File: src/rtl/fann_pkg.sv
// Shared definitions for the aggregator/disaggregator pair: default geometry,
// lane-count field width and lane slicing.
package fann_pkg;

  localparam int DEF_DATA_WIDTH  = 8;
  localparam int DEF_FETCH_WIDTH = 2;

  // Lane counts run 1..fetch_width inclusive, hence the extra bit.
  function automatic int cw_of(input int fetch_width);
    return $clog2(fetch_width) + 1;
  endfunction

  function automatic int lane_lo(input int lane, input int data_width);
    return lane * data_width;
  endfunction

endpackage

File: src/rtl/disaggregator_if.sv
// Wide-side FWFT pop port and narrow-side push port of the disaggregator.
interface disaggregator_if import fann_pkg::*; #(
  parameter int DATA_WIDTH  = DEF_DATA_WIDTH,
  parameter int FETCH_WIDTH = DEF_FETCH_WIDTH
) ();

  logic [FETCH_WIDTH*DATA_WIDTH-1:0] sender_data;
  logic                              sender_empty_n;
  logic                              sender_deq;
  logic [DATA_WIDTH-1:0]             receiver_data;
  logic                              receiver_full_n;
  logic                              receiver_enq;

  modport master (
    output sender_data, sender_empty_n, receiver_full_n,
    input  sender_deq, receiver_data, receiver_enq
  );

  modport slave (
    input  sender_data, sender_empty_n, receiver_full_n,
    output sender_deq, receiver_data, receiver_enq
  );

endinterface

File: src/rtl/disaggregator_lane_shift_reg.sv
// Hold register of packed lanes plus remaining-lane count; a load wins over a
// shift so a word can be refilled in the same cycle its last lane leaves.
module lane_shift_reg import fann_pkg::*; #(
  parameter  int DATA_WIDTH  = DEF_DATA_WIDTH,
  parameter  int FETCH_WIDTH = DEF_FETCH_WIDTH,
  localparam int CW          = cw_of(FETCH_WIDTH),
  localparam int HW          = FETCH_WIDTH * DATA_WIDTH
) (
  input  logic                  clk,
  input  logic                  rst,
  input  logic                  load_i,
  input  logic                  shift_i,
  input  logic [HW-1:0]         load_data_i,
  input  logic [CW-1:0]         load_count_i,
  output logic [DATA_WIDTH-1:0] data_o,
  output logic [CW-1:0]         count_o
);

  localparam logic [CW-1:0] ONE = CW'(1);

  logic [HW-1:0] hold_q, hold_d;
  logic [CW-1:0] count_q, count_d;

  always_comb begin
    hold_d  = hold_q;
    count_d = count_q;
    if (load_i) begin
      hold_d  = load_data_i;
      count_d = load_count_i;
    end else if (shift_i) begin
      hold_d  = hold_q >> DATA_WIDTH;
      count_d = count_q - ONE;
    end
  end

  always_ff @(posedge clk) begin
    if (rst) begin
      hold_q  <= '0;
      count_q <= '0;
    end else begin
      hold_q  <= hold_d;
      count_q <= count_d;
    end
  end

  assign data_o  = hold_q[DATA_WIDTH-1:0];
  assign count_o = count_q;

endmodule

File: src/rtl/disaggregator.sv
// Parallel-to-serial stage: pops a packed word from an FWFT FIFO and emits its
// active lanes one per cycle, lane 0 first, with a runtime lane count.
module disaggregator import fann_pkg::*; #(
  parameter  int DATA_WIDTH  = DEF_DATA_WIDTH,
  parameter  int FETCH_WIDTH = DEF_FETCH_WIDTH,
  localparam int CW          = cw_of(FETCH_WIDTH)
) (
  input  logic                 clk,
  input  logic                 rst,
  disaggregator_if.slave       bus,
  input  logic                 change_fetch_width,
  input  logic [CW-1:0]        input_fetch_width,
  output logic                 busy
);

  localparam logic [CW-1:0] ONE  = CW'(1);
  localparam logic [CW-1:0] FW_C = CW'(FETCH_WIDTH);

  logic [CW-1:0] count;
  logic          last_out;
  logic          req_ok;
  logic [CW-1:0] width_q, width_d;
  logic [CW-1:0] pend_w_q, pend_w_d;
  logic          pend_q, pend_d;

  lane_shift_reg #(
    .DATA_WIDTH  (DATA_WIDTH),
    .FETCH_WIDTH (FETCH_WIDTH)
  ) u_lanes (
    .clk          (clk),
    .rst          (rst),
    .load_i       (bus.sender_deq),
    .shift_i      (bus.receiver_enq),
    .load_data_i  (bus.sender_data),
    .load_count_i (width_q),
    .data_o       (bus.receiver_data),
    .count_o      (count)
  );

  assign bus.receiver_enq = (count != '0) && bus.receiver_full_n;
  // True when the hold register is empty now or empties at this clock edge.
  assign last_out         = (count == '0) || ((count == ONE) && bus.receiver_enq);
  // A pending width change blocks refills so the in-flight word finishes at the old width.
  assign bus.sender_deq   = bus.sender_empty_n && !pend_q && last_out;
  assign req_ok           = (input_fetch_width != '0) && (input_fetch_width <= FW_C);
  assign busy             = (count != '0) || pend_q;

  always_comb begin
    width_d  = width_q;
    pend_d   = pend_q;
    pend_w_d = pend_w_q;
    if (pend_q && last_out) begin
      width_d = pend_w_q;
      pend_d  = 1'b0;
    end
    // A fresh request outranks the one being applied or still waiting.
    if (change_fetch_width && req_ok) begin
      pend_d   = 1'b1;
      pend_w_d = input_fetch_width;
    end
  end

  always_ff @(posedge clk) begin
    if (rst) begin
      width_q  <= FW_C;
      pend_q   <= 1'b0;
      pend_w_q <= FW_C;
    end else begin
      width_q  <= width_d;
      pend_q   <= pend_d;
      pend_w_q <= pend_w_d;
    end
  end

endmodule

File: src/flat_wrapper.sv
// flat-port wrapper written by rule: the top's interface ports become plain ports
module disaggregator_flat import fann_pkg::*;
#(
  parameter  int DATA_WIDTH  = DEF_DATA_WIDTH,
  parameter  int FETCH_WIDTH = DEF_FETCH_WIDTH,
  localparam int CW          = cw_of(FETCH_WIDTH)
)
  (clk, rst, change_fetch_width, input_fetch_width, busy, bus_sender_data, bus_sender_empty_n, bus_receiver_full_n, bus_sender_deq, bus_receiver_data, bus_receiver_enq);
  disaggregator_if #(.DATA_WIDTH(DATA_WIDTH), .FETCH_WIDTH(FETCH_WIDTH)) bus_i ();
  input  logic clk;
  input  logic rst;
  input  logic change_fetch_width;
  input  logic [CW-1:0] input_fetch_width;
  output logic busy;
  input wire logic [$bits(bus_i.sender_data)-1:0] bus_sender_data;
  input wire logic [$bits(bus_i.sender_empty_n)-1:0] bus_sender_empty_n;
  input wire logic [$bits(bus_i.receiver_full_n)-1:0] bus_receiver_full_n;
  output wire logic [$bits(bus_i.sender_deq)-1:0] bus_sender_deq;
  output wire logic [$bits(bus_i.receiver_data)-1:0] bus_receiver_data;
  output wire logic [$bits(bus_i.receiver_enq)-1:0] bus_receiver_enq;
  assign bus_i.sender_data = bus_sender_data;
  assign bus_i.sender_empty_n = bus_sender_empty_n;
  assign bus_i.receiver_full_n = bus_receiver_full_n;
  assign bus_sender_deq = bus_i.sender_deq;
  assign bus_receiver_data = bus_i.receiver_data;
  assign bus_receiver_enq = bus_i.receiver_enq;
  disaggregator #(.DATA_WIDTH(DATA_WIDTH), .FETCH_WIDTH(FETCH_WIDTH)) u_core (.clk(clk), .rst(rst), .bus(bus_i), .change_fetch_width(change_fetch_width), .input_fetch_width(input_fetch_width), .busy(busy));
endmodule
File: config.mk
export PLATFORM = sky130hd
export DESIGN_NAME = disaggregator_flat
export DESIGN_NICKNAME = d
export VERILOG_FILES = /design/src/rtl/fann_pkg.sv /design/src/rtl/disaggregator_if.sv /design/src/rtl/disaggregator_lane_shift_reg.sv /design/src/rtl/disaggregator.sv /design/src/flat_wrapper.sv
export SDC_FILE = /design/constraint.sdc
export NUM_CORES = 1
export LEC_CHECK = 0
export CORE_MARGIN = 4
export CORE_UTILIZATION = 50
export CTS_CLUSTER_SIZE = 12
export DETAILED_ROUTE_END_ITERATION = 12
export PLACE_DENSITY = 0.83
export SYNTH_ARGS = -nofsm -noshare
export SYNTH_HDL_FRONTEND = slang
export SYNTH_SLANG_ARGS = --single-unit
export TNS_END_PERCENT = 1
File: constraint.sdc
create_clock -name clk -period 3.1 [get_ports clk]
set_input_delay 0.31 -clock clk [delete_from_list [all_inputs] [get_ports clk]]
set_output_delay 0.31 -clock clk [all_outputs]
set_load 0.03 [all_outputs]
==> results by group, run 1 <==
GRT
  • Initial antenna violation count: 0
  • Largest net degree at the start of global routing: 24
  • Global Route Usage Sum: 0.160
  • GRT overflow: 0
  • Vias in the first global route: 981
  • Global-route wire length before repair: 4150 microns

Die
  • Die area: 3160 sq um
  • I/O pin total: 34
  • Rows: 17
  • Core area: 2210 sq um
  • Die H: 56.2 microns
  • Initial Util: 0.525
  • Die X: 56.2 microns

STA
  • PnR worst setup slack: 0.468 ns
  • Setup TNS: 0 ns
  • Slew headroom: 0.386
  • Final setup fails: 0
  • RSZ-0062 raised after global routing: false
  • Final Hold Viols: 0
  • Final setup skew: 0.00390 ns
  • Fmax: 380 MHz
  • Min cycle time layout: 2.63 ns
  • Final worst-path cycle share: 0.849
  • Slew @ Worst Pin: 0.918 ns
  • Final Max Slew Viols: 0

Yosys
  • Main synth FF type: dfxtp_1
  • Asr flop ratio synth: 0
  • Warnings, synthesis: 0
  • Flops & latches, synth: 23
  • Syn nets: 162
  • Synth cell count leaders: dfxtp_1 (23), nand2_1 (20), a21oi_1 (12), nand3_1 (11), buf_4 (10)
  • Count leader, synth: dfxtp_1
  • Mapped Avg Cell Area: 8.48 sq um
  • Gate Count Post-Synth: 137
  • Sequential share of the synthesized area: 0.397
  • Post-synth top area share: 0.397
  • Number of synthesized flops with an enable pin: 0
  • Top cells by area, synth: dfxtp_1 (40%), buf_4 (6.5%), nand2_1 (6.5%)
  • Cell variety after synth: 29
  • Synth Cell Area: 1160 sq um
  • Leading area contributor after synthesis: dfxtp_1

Finish
  • Nets: 184
  • # diodes: 0
  • Fraction of layout cells with a size suffix above 1: 0.0759
  • Post-Layout Cell Count: 186
  • Area growth from synthesis to layout: 23.7%

Route
  • # DRC: 0
  • Final ANT Viol Nets: 0
  • Routed len/inst: 13.9 microns
  • Drt via density: 5.60
  • WL final: 2580 microns
  • TritonRoute pass-1 iters: 4
  • Via count: 1042
  • Number of DRC markers in iteration 0: 19

CTS
  • Level count of the clock H-tree: 1
  • CTS Buf Count: 3
  • CTS resizes: 0
  • Root buffer cell: clkbuf_4
  • Sink Count: 23
  • Clk slew on worst S/H paths: 0.12 ns
  • Hold Buf Count CTS: 0
  • Latest clock arrival within the worst-skew pair: 0.30 ns
  • Clk buf depth: 2
  • Post-CTS setup buffer count: 0
  • CTS tree: done

Setup path
  • Cell family with most CP delay: buffers and inverters
  • Crit path top cell by count: inv_1
  • Crit Path Class: register to output pin
  • Slowest CP cell: clkdlybuf4s50_1
  • Buf/Inv on CP: 3
  • CP peak stage delay: 0.67 ns
  • Kind of end point of the critical path: output pin
  • Crit path from: u_core.u_lanes.count_o[0]
  • Reg-to-reg startpoint: u_core.u_lanes.count_o[0]
  • Worst setup SP type: register
  • Crit-path cells: inv_1 > ha_1 > a21o_1 > nand2_2 > inv_1 > clkdlybuf4s50_1
  • Data arrival time of the worst path: 2.32 ns
  • CP Max Fanout: 12
  • CP Data Required Time: 2.79 ns

Status
  • Run status: complete, no violations

Pwr
  • Max rail drop VDD: 0.453 mV
  • Power density cells: 645 nW/um^2
  • Leak Pwr: 0.000509 uW

Placed design
  • Place WS: 0.560 ns
  • Gpl congestion: 0.812
  • Buffers on Ports: 33
  • Cells after DPL: 182
  • Dpl hpwl: 1790 microns

Hold path
  • Worst Hold Launch: u_core.u_lanes.hold_q[9]
  • Hold Crit Class: register to register

Job
  • Total of max-cap violations: 0
-- state kept, by name, indices dropped and copies added, names as in the netlist --
| signal | flops |
|---|---|
| u_core.u_lanes.hold_q | 16 |
| u_core.pend_w_q | 2 |
| u_core.u_lanes.count_o | 2 |
| u_core.width_q | 2 |
| u_core.pend_q | 1 |
-- cells by family after synthesis --
logic type               Yosys count  share of synthesized area
flip-flops                        23                      0.397
buffers and inverters             25                      0.142
adder cells (fa/ha/maj)            2                     0.0215
AO/OA/AOI/OAI                     37                      0.231
AND/OR/NAND/NOR                   48                      0.194
XOR/XNOR                           2                     0.0151
-- worst paths after layout --
kind                                                 end  slack (ns)  depth (start not counted)
worst min register to register  u_core.u_lanes.hold_q[1]        0.49                          2
worst max-delay path                      bus_sender_deq        0.47                          6
worst min-delay path            u_core.u_lanes.hold_q[1]        0.49                          2
worst max register to register  u_core.u_lanes.hold_q[0]        1.46                          5
-- worst register-to-register path, delay by kind of cell, from the launching register on --
kind                     cells  cell delay (ns)
AND/OR/NAND/NOR              1             0.25
adder cells (fa/ha/maj)      1             0.23
flip-flops                   1             0.36
buffers and inverters        1             0.06
AO/OA/AOI/OAI                2             0.64
-- placed cells by master (no fill, tap or decap), drive strengths merged --
master | Yosys | final
clkdlybuf4s50 | 0 | 33
dfxtp | 23 | 23
nand2 | 21 | 21
a21oi | 12 | 12
nand3 | 11 | 11
nor3 | 9 | 9
o211ai | 8 | 8
a311oi | 8 | 8
inv | 6 | 6
o21ai | 4 | 4
clkbuf | 1 | 3
buf | 18 | 3
nand2b | 2 | 2
a21o | 2 | 2
nor2b | 2 | 2
nand3b | 2 | 2
ha | 2 | 2
xnor2 | 1 | 1
a211oi | 1 | 1
o221ai | 1 | 1
xor2 | 1 | 1
a22oi | 1 | 1
nor2 | 1 | 1
clkinv | 0 | 1
-- layer usage --
| layer | global-route usage | up-vias | wire [microns] |
|---|---|---|---|
| met5 | 0 | - | 0 |
| met4 | 0.0847 | 0 | 34 |
| met3 | 0.0371 | 4 | 160 |
| met2 | 0.272 | 32 | 1270 |
| met1 | 0.185 | 489 | 1120 |
| li1 | - | 517 | - |
-- through the flow --
step / util / hold WS, ns / total power, uW / cell area [sq um]
finish: 0.649 / 0.492 / 926 / 1440
global route: 0.649 / 0.503 / 980 / 1440
CTS: 0.649 / 0.498 / 932 / 1440
detailed placement: 0.637 / 0.477 / 796 / 1410
global placement: 0.637 / 0.457 / 784 / 1410
floorplan: - / 0.382 / 702 / 1160
-- area by class of cell --
class | count | area [sq um]
clock buffer | 3 | 22.5
clock inverter | 1 | 5.00
fill | 201 | 776
inverter | 6 | 25.0
multi-input combinational | 89 | 536
sequential | 23 | 460
tap | 28 | 35.0
timing repair buffer | 36 | 353
-- where the power goes --
| group | switching [uW] | leakage, uW | internal (uW) |
|---|---|---|---|
| logic | 253 | 0.000302 | 169 |
| clock network | 86.8 | 0.0000177 | 48.1 |
| registers | 26.2 | 0.000189 | 343 |
| total | 366 | 0.000509 | 560 |
No activity file was read; power rests on OpenSTA's default activity.
==> inputs of run 2 (changes only) <==
Settings changed: CORE_UTILIZATION 50 to 42, PLACE_DENSITY 0.83 to 0.74.
Clock period 3.1 ns to 2.11 ns, I/O delays scaled along.
==> run 2 against run 1 <==
Effect of this change: count of clock-buffer cells in the layout unchanged; cell count increased by 2.2%; utilization decreased by 8.5 points; via count decreased by 0.48%; die area increased by 16%; worst hold slack got worse by 0.048 ns; global-route usage decreased by 0.95 points; routed wire length increased by 4.3%; flip-flop and latch count unchanged; largest power group unchanged.
==> results by group, run 2 (synthesis gave the netlist of run 1 again) <==
Pwr
  • Sw Ratio: 0.398
  • Leak Pwr: 0.000522 uW
  • Clock share of power: 0.148
  • Power density cells: 950 nW/um^2
  • Psw: 547 uW
  • Sequential power share: 0.395
  • Max rail drop VDD: 0.506 mV
  • Combinational cell fraction of total power: 0.457
  • Pint: 829 uW

STA
  • Final Max Slew Viols: 0
  • Final worst-path cycle share: 0.940
  • Final setup fails: 0
  • RSZ-0062 raised after global routing: false
  • Slew headroom: 0.528
  • WHS: 0.444 ns
  • Slew @ Worst Pin: 0.707 ns
  • Min cycle time layout: 1.98 ns
  • Final Hold Viols: 0
  • Final setup skew: 0.00947 ns
  • Setup TNS: 0 ns
  • Fmax: 504 MHz

Setup path
  • Slowest CP cell: clkdlybuf4s50_1
  • Crit-path cells: inv_1 > ha_1 > nand2_1 > clkdlybuf4s50_1
  • Kind of end point of the critical path: output pin
  • CP Data Required Time: 1.90 ns
  • Buf/Inv on CP: 2
  • Cell family with most CP delay: buffers and inverters
  • CP peak stage delay: 0.66 ns
  • Worst setup SP type: register
  • CP Max Fanout: 5
  • Reg2reg setup slack: 0.39 ns
  • Crit Path Class: register to output pin
  • Data arrival time of the worst path: 1.77 ns

Route
  • Drt via density: 5.46
  • TritonRoute pass-1 iters: 5
  • Routed len/inst: 14.2 microns
  • WL final: 2690 microns
  • Final ANT Viol Nets: 0
  • Via count: 1037
  • Number of DRC markers in iteration 0: 31
  • # DRC: 0

CTS
  • Sink Count: 23
  • Clk slew on worst S/H paths: 0.13 ns
  • Level count of the clock H-tree: 1
  • CTS tree: done
  • CTS resizes: 0
  • Clk buf depth: 2
  • Latest clock arrival within the worst-skew pair: 0.31 ns
  • CTS Buf Count: 3
  • Hold Buf Count CTS: 0
  • Root buffer cell: clkbuf_4
  • Post-CTS setup buffer count: 0

Die
  • Die area: 3670 sq um
  • Initial Util: 0.452
  • Die H: 60.6 microns
  • Core area: 2570 sq um
  • I/O pin total: 34
  • Rows: 18
  • Die X: 60.6 microns

Finish
  • Commonest non-fill, non-tap cell in the layout: clkdlybuf4s50_1
  • Area growth from synthesis to layout: 24.8%
  • Nets: 186
  • Top reg by flops: u_core.u_lanes.hold_q
  • Fraction of layout cells with a size suffix above 1: 0.100
  • Most frequent cells in the layout: clkdlybuf4s50_1 (31), dfxtp_1 (23), nand2_1 (20)
  • # diodes: 0
  • Largest register FFs: 16

Hold path
  • Hold Crit Class: input pin to register

GRT
  • Global-route wire length before repair: 4220 microns
  • Global Route Usage Sum: 0.151
  • Initial antenna violation count: 0
  • Vias in the first global route: 1050
  • GRT overflow: 0
  • Largest net degree at the start of global routing: 24

Status
  • Run status: complete, no violations

Job
  • Total of max-cap violations: 0

Placed design
  • Dpl hpwl: 1920 microns
  • Gpl congestion: 0.789
  • Buffers on Ports: 33
==> run 2: path summary, 6_finish.rpt <==
kind              depth (start not counted)                 startpoint                   endpoint
hold / removal                            3        bus_sender_data[11]  u_core.u_lanes.hold_q[11]
setup reg to reg                          6  u_core.u_lanes.count_o[0]  u_core.u_lanes.count_o[0]
hold reg to reg                           2          u_core.width_q[1]  u_core.u_lanes.count_o[1]
setup / recovery                          4  u_core.u_lanes.count_o[0]                       busy
==> run 2: final cells by class <==
cell class                 instances  area, sq um
clock inverter                     1         5.00
sequential                        23          460
inverter                           6         25.0
timing repair buffer              38          363
fill                             255         1120
multi-input combinational         89          536
clock buffer                       3         22.5
tap                               30         37.5
==> run 2: tightest hold or removal path: cells and delay by family <==
family                 cells  cell delay (ns)
AO/OA/AOI/OAI              1             0.05
buffers and inverters      1             0.40
AND/OR/NAND/NOR            1             0.07
==> run 2: metal layers <==
metal / up-vias / part of all wire / global-route usage / routed length (microns)
met5: - / 0 / 0 / 0
met2: 33 / 0.51 / 0.279 / 1360
met1: 481 / 0.41 / 0.168 / 1110
li1: 521 / - / - / -
met4: 0 / 0.0056 / 0.0372 / 15
met3: 2 / 0.076 / 0.0447 / 205
==> run 2: through the flow <==
step	util	cells	worst slack, ns	area [sq um]	total power (uW)
floorplan	-	137	0.663	1160	1030
global placement	0.554	186	0.493	1420	1170
detailed placement	0.554	186	0.432	1420	1190
CTS	0.564	190	0.130	1450	1380
global route	0.564	190	0.0410	1450	1460
finish	0.564	190	0.127	1450	1380
==> run 2: power by group through the flow <==
| stage | logic [uW] | registers [uW] | clock network (uW) |
|---|---|---|---|
| 4_1_cts | 632 | 543 | 210 |
| 5_1_grt | 681 | 550 | 225 |
| 2_1_floorplan | 489 | 543 | 0 |
| 3_3_place_gp | 619 | 548 | 0 |
| 3_5_place_dp | 632 | 554 | 0 |
| 6_report | 629 | 544 | 204 |
==> inputs of run 3 (changes only) <==
Settings changed: CORE_UTILIZATION 42 to 55, DONT_BUFFER_PORTS set to 1, PLACE_DENSITY 0.74 to 0.69.
Clock period 2.11 ns to 2.6 ns, I/O delays scaled along.
==> run 3 against run 2 <==
Effect of this change: count of clock-buffer cells in the layout is 1 higher; sequential share of layout area is 9.1 points higher; register-to-register slack better by 0.30 ns; critical path type unchanged; critical endpoint is now bus_sender_deq; largest cell class unchanged.
==> results by group, run 3 (synthesis gave the netlist of run 1 again) <==
Pwr
  • Clock share of power: 0.166
  • Leak Pwr: 0.000389 uW
  • Power density cells: 885 nW/um^2
  • Max rail drop VDD: 0.441 mV
  • Sequential power share: 0.499
  • Pint: 574 uW
  • Sw Ratio: 0.424
  • Psw: 423 uW
  • Combinational cell fraction of total power: 0.335

Finish
  • Fraction of layout cells with a size suffix above 1: 0.0787
  • # diodes: 0
  • Most frequent cells in the layout: dfxtp_1 (23), nand2_1 (20), a21oi_1 (12)
  • Top reg by flops: u_core.u_lanes.hold_q
  • Layout Utilization: 0.568
  • Post-Layout Cell Count: 154
  • Largest register FFs: 16
  • Final instance area: 1130 sq um
  • Area growth from synthesis to layout: -3.02%
  • Commonest non-fill, non-tap cell in the layout: dfxtp_1
  • Nets: 153

CTS
  • Post-CTS setup buffer count: 0
  • Sink Count: 23
  • Latest clock arrival within the worst-skew pair: 0.31 ns
  • Root buffer cell: clkbuf_4
  • Clk buf depth: 2
  • Clk slew on worst S/H paths: 0.12 ns
  • Level count of the clock H-tree: 1
  • CTS tree: done
  • CTS Buf Count: 3
  • CTS resizes: 0
  • Hold Buf Count CTS: 2

Die
  • Initial Util: 0.586
  • I/O pin total: 34
  • Die H: 53.9 microns
  • Die X: 53.9 microns
  • Rows: 16
  • Core area: 1980 sq um
  • Die area: 2910 sq um

Route
  • # DRC: 0
  • Drt via density: 6.09
  • TritonRoute pass-1 iters: 4
  • Number of DRC markers in iteration 0: 15
  • WL final: 2590 microns
  • Routed len/inst: 16.8 microns
  • Via count: 938
  • Final ANT Viol Nets: 0

STA
  • Setup TNS: 0 ns
  • PnR worst setup slack: 0.512 ns
  • Fmax: 479 MHz
  • Slew headroom: 0.532
  • Final Max Slew Viols: 0
  • RSZ-0062 raised after global routing: false
  • Slew @ Worst Pin: 0.701 ns
  • Final setup fails: 0
  • Final worst-path cycle share: 0.803
  • Final Hold Viols: 0
  • Final setup skew: 0.00919 ns
  • Min cycle time layout: 2.09 ns

GRT
  • GRT overflow: 0
  • Vias in the first global route: 892
  • Global-route wire length before repair: 3950 microns
  • Largest net degree at the start of global routing: 22
  • Initial antenna violation count: 0
  • Global Route Usage Sum: 0.192

Status
  • Run status: complete, no violations

Setup path
  • Kind of end point of the critical path: output pin
  • CP peak stage delay: 0.35 ns
  • CP Max Fanout: 12
  • Crit-path cells: inv_1 > ha_1 > a21o_1 > nand2_2 > inv_1
  • Crit path top cell by count: inv_1
  • Worst setup SP type: register
  • CP Data Required Time: 2.34 ns
  • Slowest CP cell: dfxtp_1
  • Cell family with most CP delay: flip-flops
  • Buf/Inv on CP: 2
  • Data arrival time of the worst path: 1.83 ns
  • Crit Path Class: register to output pin

Job
  • Total of max-cap violations: 0

Placed design
  • Cells after DPL: 147
  • Gpl congestion: 0.781
  • Buffers on Ports: 0
  • Placed cell area: 1070 sq um
  • Place WS: 0.704 ns

Hold path
  • Hold Crit Class: input pin to register
## run 3: routing by layer
layer / vias to the layer above / share of wire / track usage
met5: - / 0 / 0
met4: 0 / 0.013 / 0.0766
met3: 4 / 0.088 / 0.0582
met2: 35 / 0.43 / 0.286
met1: 441 / 0.47 / 0.255
li1: 458 / - / -
## run 3: cell type report
class,count,area [sq um]
clock buffer,4,26.3
fill,187,856
inverter,6,25.0
multi-input combinational,89,536
sequential,23,460
tap,27,33.8
timing repair buffer,5,45.0
## run 3: path summary, 6_finish.rpt
kind / endpoint / cells past startpoint / startpoint / slack (ns)
worst max-delay path: bus_sender_deq / 5 / u_core.u_lanes.count_o[0] / 0.51
worst min-delay path: u_core.pend_w_q[1] / 1 / rst / 0.04
worst min register to register: u_core.width_q[0] / 2 / u_core.width_q[0] / 0.49
worst max register to register: u_core.u_lanes.hold_q[3] / 6 / u_core.u_lanes.count_o[0] / 0.69
## run 3: per-stage QoR
step	hold WS [ns]	total power [uW]
2_1_floorplan	0.332	837
3_3_place_gp	0.330	815
3_5_place_dp	0.332	832
4_1_cts	0.000329	1000
5_1_grt	0.0130	1070
6_report	0.0407	997
## run 3: power groups by stage
stage | Sequential, uW | Clock [uW] | Combinational, uW
detailed placement | 507 | 0 | 325
global placement | 506 | 0 | 310
finish | 498 | 166 | 334
CTS | 499 | 169 | 332
global route | 506 | 192 | 369
floorplan | 440 | 0 | 396
==> variant 1 (settings of run 3) <==
`DEF_FETCH_WIDTH`: 2 -> 3.
--- a/src/rtl/fann_pkg.sv
+++ b/src/rtl/fann_pkg.sv
@@ -4,5 +4,5 @@
 
   localparam int DEF_DATA_WIDTH  = 8;
-  localparam int DEF_FETCH_WIDTH = 2;
+  localparam int DEF_FETCH_WIDTH = 3;
 
   // Lane counts run 1..fetch_width inclusive, hence the extra bit.
Interface: changed (resized bus_sender_data and input_fetch_width); port bits go from 34 to 43. The function was not compared with the original's and may differ.
==> variant 1 against run 3 <==
  * Synthesized area increased by 38%
  * Sequential cell count grew 11
  * Power is 100% higher
  * Routed wire length is 21% higher
  * Die area increased by 32%
  * Via count increased by 26%
  * Worst setup slack worse by 6.7 ps
  * Utilization up 2.2 points
  * Cell area rose by 46%
  * Largest power group unchanged
==> variant 1: results (changes against run 3) <==
[cells_and_area]
layout-drive-gt1-share_pct=18.8  ; +11 points
nets=211  ; +38%
antenna_cells=0  ; unchanged
largest_reg_flops=24  ; +8

[logic_synthesis]
synthXorXnorAreaFrac_pct=0.546  ; -0.96 points
synth_fa_ha_area_share_pct=2.34  ; +0.19 points
ys_seq_area_share_pct=42.5  ; +2.8 points
synth_common_cells=37 x nand2_1, 34 x dfxtp_1, 21 x nor2_1
synth_cells=184  ; +34%
synth_nets=219  ; +35%
synth.area.mux_share_pct=0.625  ; +0.62 points
netlist_top_cells_area=dfxtp_1 42%, nand2_1 8.7%, a311oi_2 7.5%
yosysUniqueCellTypes=29  ; unchanged
yosys_warnings=0  ; unchanged
synth_compound_area_share_pct=24.1  ; +1.1 points

[clocking]
cts_root_buffer=clkbuf_4
cts_num_sinks=34  ; +48%
htree_num_levels=2  ; +1
cts_resized=0  ; unchanged
postCtsHoldBufs=1  ; -1
clkLatencyLatePin_ps=330  ; +20 ps
clk_pin_slew_worst_paths_ps=100  ; -20 ps
cts_max_path_buffers=2  ; unchanged
cts-buffers-inserted=5  ; +2

[run]
drv_cap=0  ; unchanged

[setup_path]
cp_max_fo=19  ; +7
r2r-end=u_core.u_lanes.hold_q[10]
crit_slowest_cell=or4b_1
reg2reg_depth=7  ; +1
crit_family=simple AND/OR/NAND/NOR gates
rr_startpoint=u_core.u_lanes.count_o[0]
cp_slowest_stage_delay_ps=580  ; +230 ps
worst-r2r-setup-slack_ps=700

[hold_path]
hold_depth=1  ; unchanged
hold_start=rst

[outcome]
status=complete, no violations

[placed_design]
gp_congestion=0.776  ; -0.65%
dp_cells=199  ; +35%
io_buffers=0  ; unchanged
hpwl_microns=2190

[grt]
grt_pass1_wl_microns=5040  ; +28%
grt_max_degree=30  ; +36%
grt.total_usage_pct=17.9  ; -1.2 points

[power]
p_leak_uw=0.000574  ; +48%
peakVddDrop_uv=889  ; +100%

[timing]
timing.hold.ws_ps=33.7  ; -6.95 ps
relSlewSlack_pct=57.0  ; +3.7 points
finClkSkew_ps=11.5  ; +2.34 ps

[drt]
dr.first_iter.drc_count=45  ; +30
num_vias=1184  ; +26%
drt_wl_total_microns=3140  ; +21%
drtPass1Iterations=4  ; unchanged
via_per_inst=5.72  ; -6.1%

[variant 1: layer usage]
metal	global-route usage (%)	wire (microns)	share of wire [%]
met1	21.1	1360	43
met2	29.3	1500	48
met3	6.61	266	8.5
met4	7.58	17	0.54
met5	0	0	0
[variant 1: how the worst max path moves through the flow]
| stage | endpoint | slack, ps | depth (start not counted) | start |
|---|---|---|---|---|
| after CTS | bus_sender_deq | 480 | 5 | u_core.u_lanes.count_o[0] |
| after global placement | u_core.u_lanes.hold_q[2] | 800 | 7 | u_core.u_lanes.count_o[0] |
| after detailed placement | u_core.u_lanes.hold_q[12] | 720 | 7 | u_core.u_lanes.count_o[0] |
| final | bus_sender_deq | 500 | 5 | u_core.u_lanes.count_o[0] |
| after global routing | bus_sender_deq | 420 | 5 | u_core.u_lanes.count_o[1] |
| after floorplan | bus_sender_deq | 870 | 7 | u_core.u_lanes.count_o[0] |
[variant 1: kinds of logic after synthesis]
kind of cell               after synthesis
xor gates and xnor gates                 1
and+or+nand+nor                         77
AOI/OAI and AO/OA                       44
adders and majority gates                3
buffers and inverters                   24
muxes                                    1
DFF                                     34
[variant 1: power by group]
group	total [uW]	leakage, uW	switching, uW	internal [uW]
Combinational	760	0.000251	485	275
Sequential	853	0.000279	185	668
Clock	392	0.0000443	168	224
[variant 1: per-stage QoR]
step                setup WS [ps]  instance area, sq um
floorplan                     866                  1600
global placement              805                  1540
detailed placement            722                  1540
CTS                           478                  1640
global route                  420                  1640
finish                        505                  1640
[variant 1: layout make-up]
class | instances | area (sq um)
clock buffers | 6 | 51.3
clock inverters | 1 | 30.0
fillers | 243 | 1140
inverters | 4 | 20.0
multi-input cells | 126 | 771
flip-flops and latches | 34 | 681
well taps | 31 | 38.8
repair buffers | 5 | 50.0
==> variant 2 (settings of run 3) <==
Without the edit above. Reset style: asynchronous (`rst`), changed in 2 clocked blocks.
--- a/src/rtl/disaggregator_lane_shift_reg.sv
+++ b/src/rtl/disaggregator_lane_shift_reg.sv
@@ -34,5 +34,5 @@
   end
 
-  always_ff @(posedge clk) begin
+  always_ff @(posedge clk or posedge rst) begin
     if (rst) begin
       hold_q  <= '0;
--- a/src/rtl/disaggregator.sv
+++ b/src/rtl/disaggregator.sv
@@ -61,5 +61,5 @@
   end
 
-  always_ff @(posedge clk) begin
+  always_ff @(posedge clk or posedge rst) begin
     if (rst) begin
       width_q  <= FW_C;
Formal check against the unedited RTL: differs if rst is asserted again (counterexample within 4 cycles, from zero or initial values and one cycle with rst high); with rst held inactive, the same outputs for 10 cycles.
==> variant 2 against run 3 <==
  * The run now ends with hold timing left
  * Via count is 29% lower
  * Worst setup slack improved by 240 ps
  * Final cell count down 18%
  * Combinational power rose by 59%
  * Synthesized area rose by 6.8%
  * Synthesized cell count fell by 24%
  * Power increased by 37%
  * Sequential cell count stayed put
  * Routed wire length is 29% lower
  * Critical path depth is the same
  * Cell area up 9.0%
  * Critical path type unchanged
  * Largest cell class is now sequential cells
  * Highest routed layer unchanged
==> variant 2: results (changes against run 3) <==
[grt]
grt_pass1_vias=686  ; -23%
grt.total_usage_pct=13.1  ; -6.0 points
grt_pass1_wl_microns=3280  ; -17%
grt_max_degree=24  ; +9.1%

[drt]
drtPass1Iterations=2  ; -2

[logic_synthesis]
synth_common_cells=21 x dfrtp_1, 14 x inv_1, 11 x mux2_2
synth-main-ff-cell=dfrtp_1
ys_async_sr_fraction_pct=100  ; +100 points
yosysUniqueCellTypes=18  ; -38%
ys_seq_area_share_pct=46.6  ; +7.0 points
netlist_top_cells_area=dfrtp_1 42%, mux2_4 11%, mux2_2 10%
synth_nets=129  ; -20%

[outcome]
status=complete, but fails checks
violations=hold timing

[setup_path]
cp_slowest_stage_delay_ps=400  ; +50 ps
crit_slowest_cell=dfrtp_1
worst_ep_arrival_time_ps=1590  ; -240 ps
crit_family=buffers and inverters

[clocking]
postCtsHoldBufs=1  ; -1

[timing]
hold_viol_final=21  ; +21
timing.hold.ws_ps=-8.70  ; -49.4 ps
worst_slew_pin_slew_ps=846  ; +145 ps

[placed_design]
gp_congestion=0.617  ; -21%

[hold_path]
hold_path.class=in -> async

[power]
p_leak_uw=0.000616  ; +58%

[cells_and_area]
layout-drive-gt1-share_pct=30.3  ; +22 points

-- variant 2: cell types whose count changed after synthesis, moves of 10 or more --
cell | run 3 | this run
dfxtp_1 | 23 | 0
nand3_1 | 11 | 0
dfrtp_1 | 0 | 21
mux2_2 | 0 | 11
nand2_1 | 20 | 10
-- variant 2: path summary, 6_finish.rpt --
check | start | to | slack [ps] | cells after the start
setup / recovery | u_core.u_lanes.count_o[0] | bus_receiver_enq | 750 | 5
hold / removal | rst | u_core.u_lanes.hold_q[2] | -9 | 1
setup reg to reg | u_core.u_lanes.count_o[0] | u_core.u_lanes.hold_q[0] | 850 | 6
hold reg to reg | u_core.width_q[0] | u_core.u_lanes.count_o[0] | 520 | 1
max in group asynchronous | rst | u_core.u_lanes.hold_q[7] | 2090 | 1
min in group clk | bus_sender_data[15] | u_core.u_lanes.hold_q[15] | 60 | 2
-- variant 2: layout make-up --
type                            count  area (sq um)
Fill cell                         183           815
Sequential cell                    23           578
Multi-Input combinational cell     55           510
Inverter                           14          52.6
Tap cell                           27          33.8
Timing Repair Buffer                3          25.0
Clock buffer                        3          22.5
Clock inverter                      1          5.00
-- variant 2: layer usage --
layer | track usage (%) | part of all wire [%]
met1 | 17.3 | 44
met2 | 19.3 | 46
met3 | 4.43 | 7.7
met4 | 6.25 | 1.8
met5 | 0 | 0
-- variant 2: cell families (layout without fill, tap and decap cells) --
family	after synthesis	in the layout	share of synthesized area (%)
AOI/OAI and AO/OA	7	7	3.13
xor gates and xnor gates	2	2	1.41
adders and majority gates	2	2	2.02
buffers and inverters	26	21	12.7
DFF	23	23	46.6
muxes	29	29	28.2
and+or+nand+nor	15	15	5.95
-- variant 2: metrics by stage --
| step | instance area [sq um] | util [%] | instances | worst slack, ps |
|---|---|---|---|---|
| floorplan | 1240 | - | 104 | 1000 |
| global placement | 1190 | 58.3 | 121 | 903 |
| detailed placement | 1190 | 58.3 | 121 | 854 |
| CTS | 1230 | 60.1 | 126 | 724 |
| global route | 1230 | 60.1 | 126 | 608 |
| finish | 1230 | 60.1 | 126 | 754 |
-- variant 2: worst reg2reg max path: cells and delay by family, from the launching register on --
| kind | cells | cell delay (ps) |
|---|---|---|
| simple gates | 1 | 170 |
| fa+ha+maj | 1 | 180 |
| compound gates | 1 | 70 |
| flops | 1 | 420 |
| mux | 1 | 390 |
| buf+inv | 2 | 430 |
-- variant 2: report_power, final --
group / switching [uW] / internal (uW) / leakage [uW]
registers: 171 / 500 / 0.000295
logic: 232 / 298 / 0.000304
clock network: 107 / 57.5 / 0.0000177
total: 510 / 855 / 0.000616
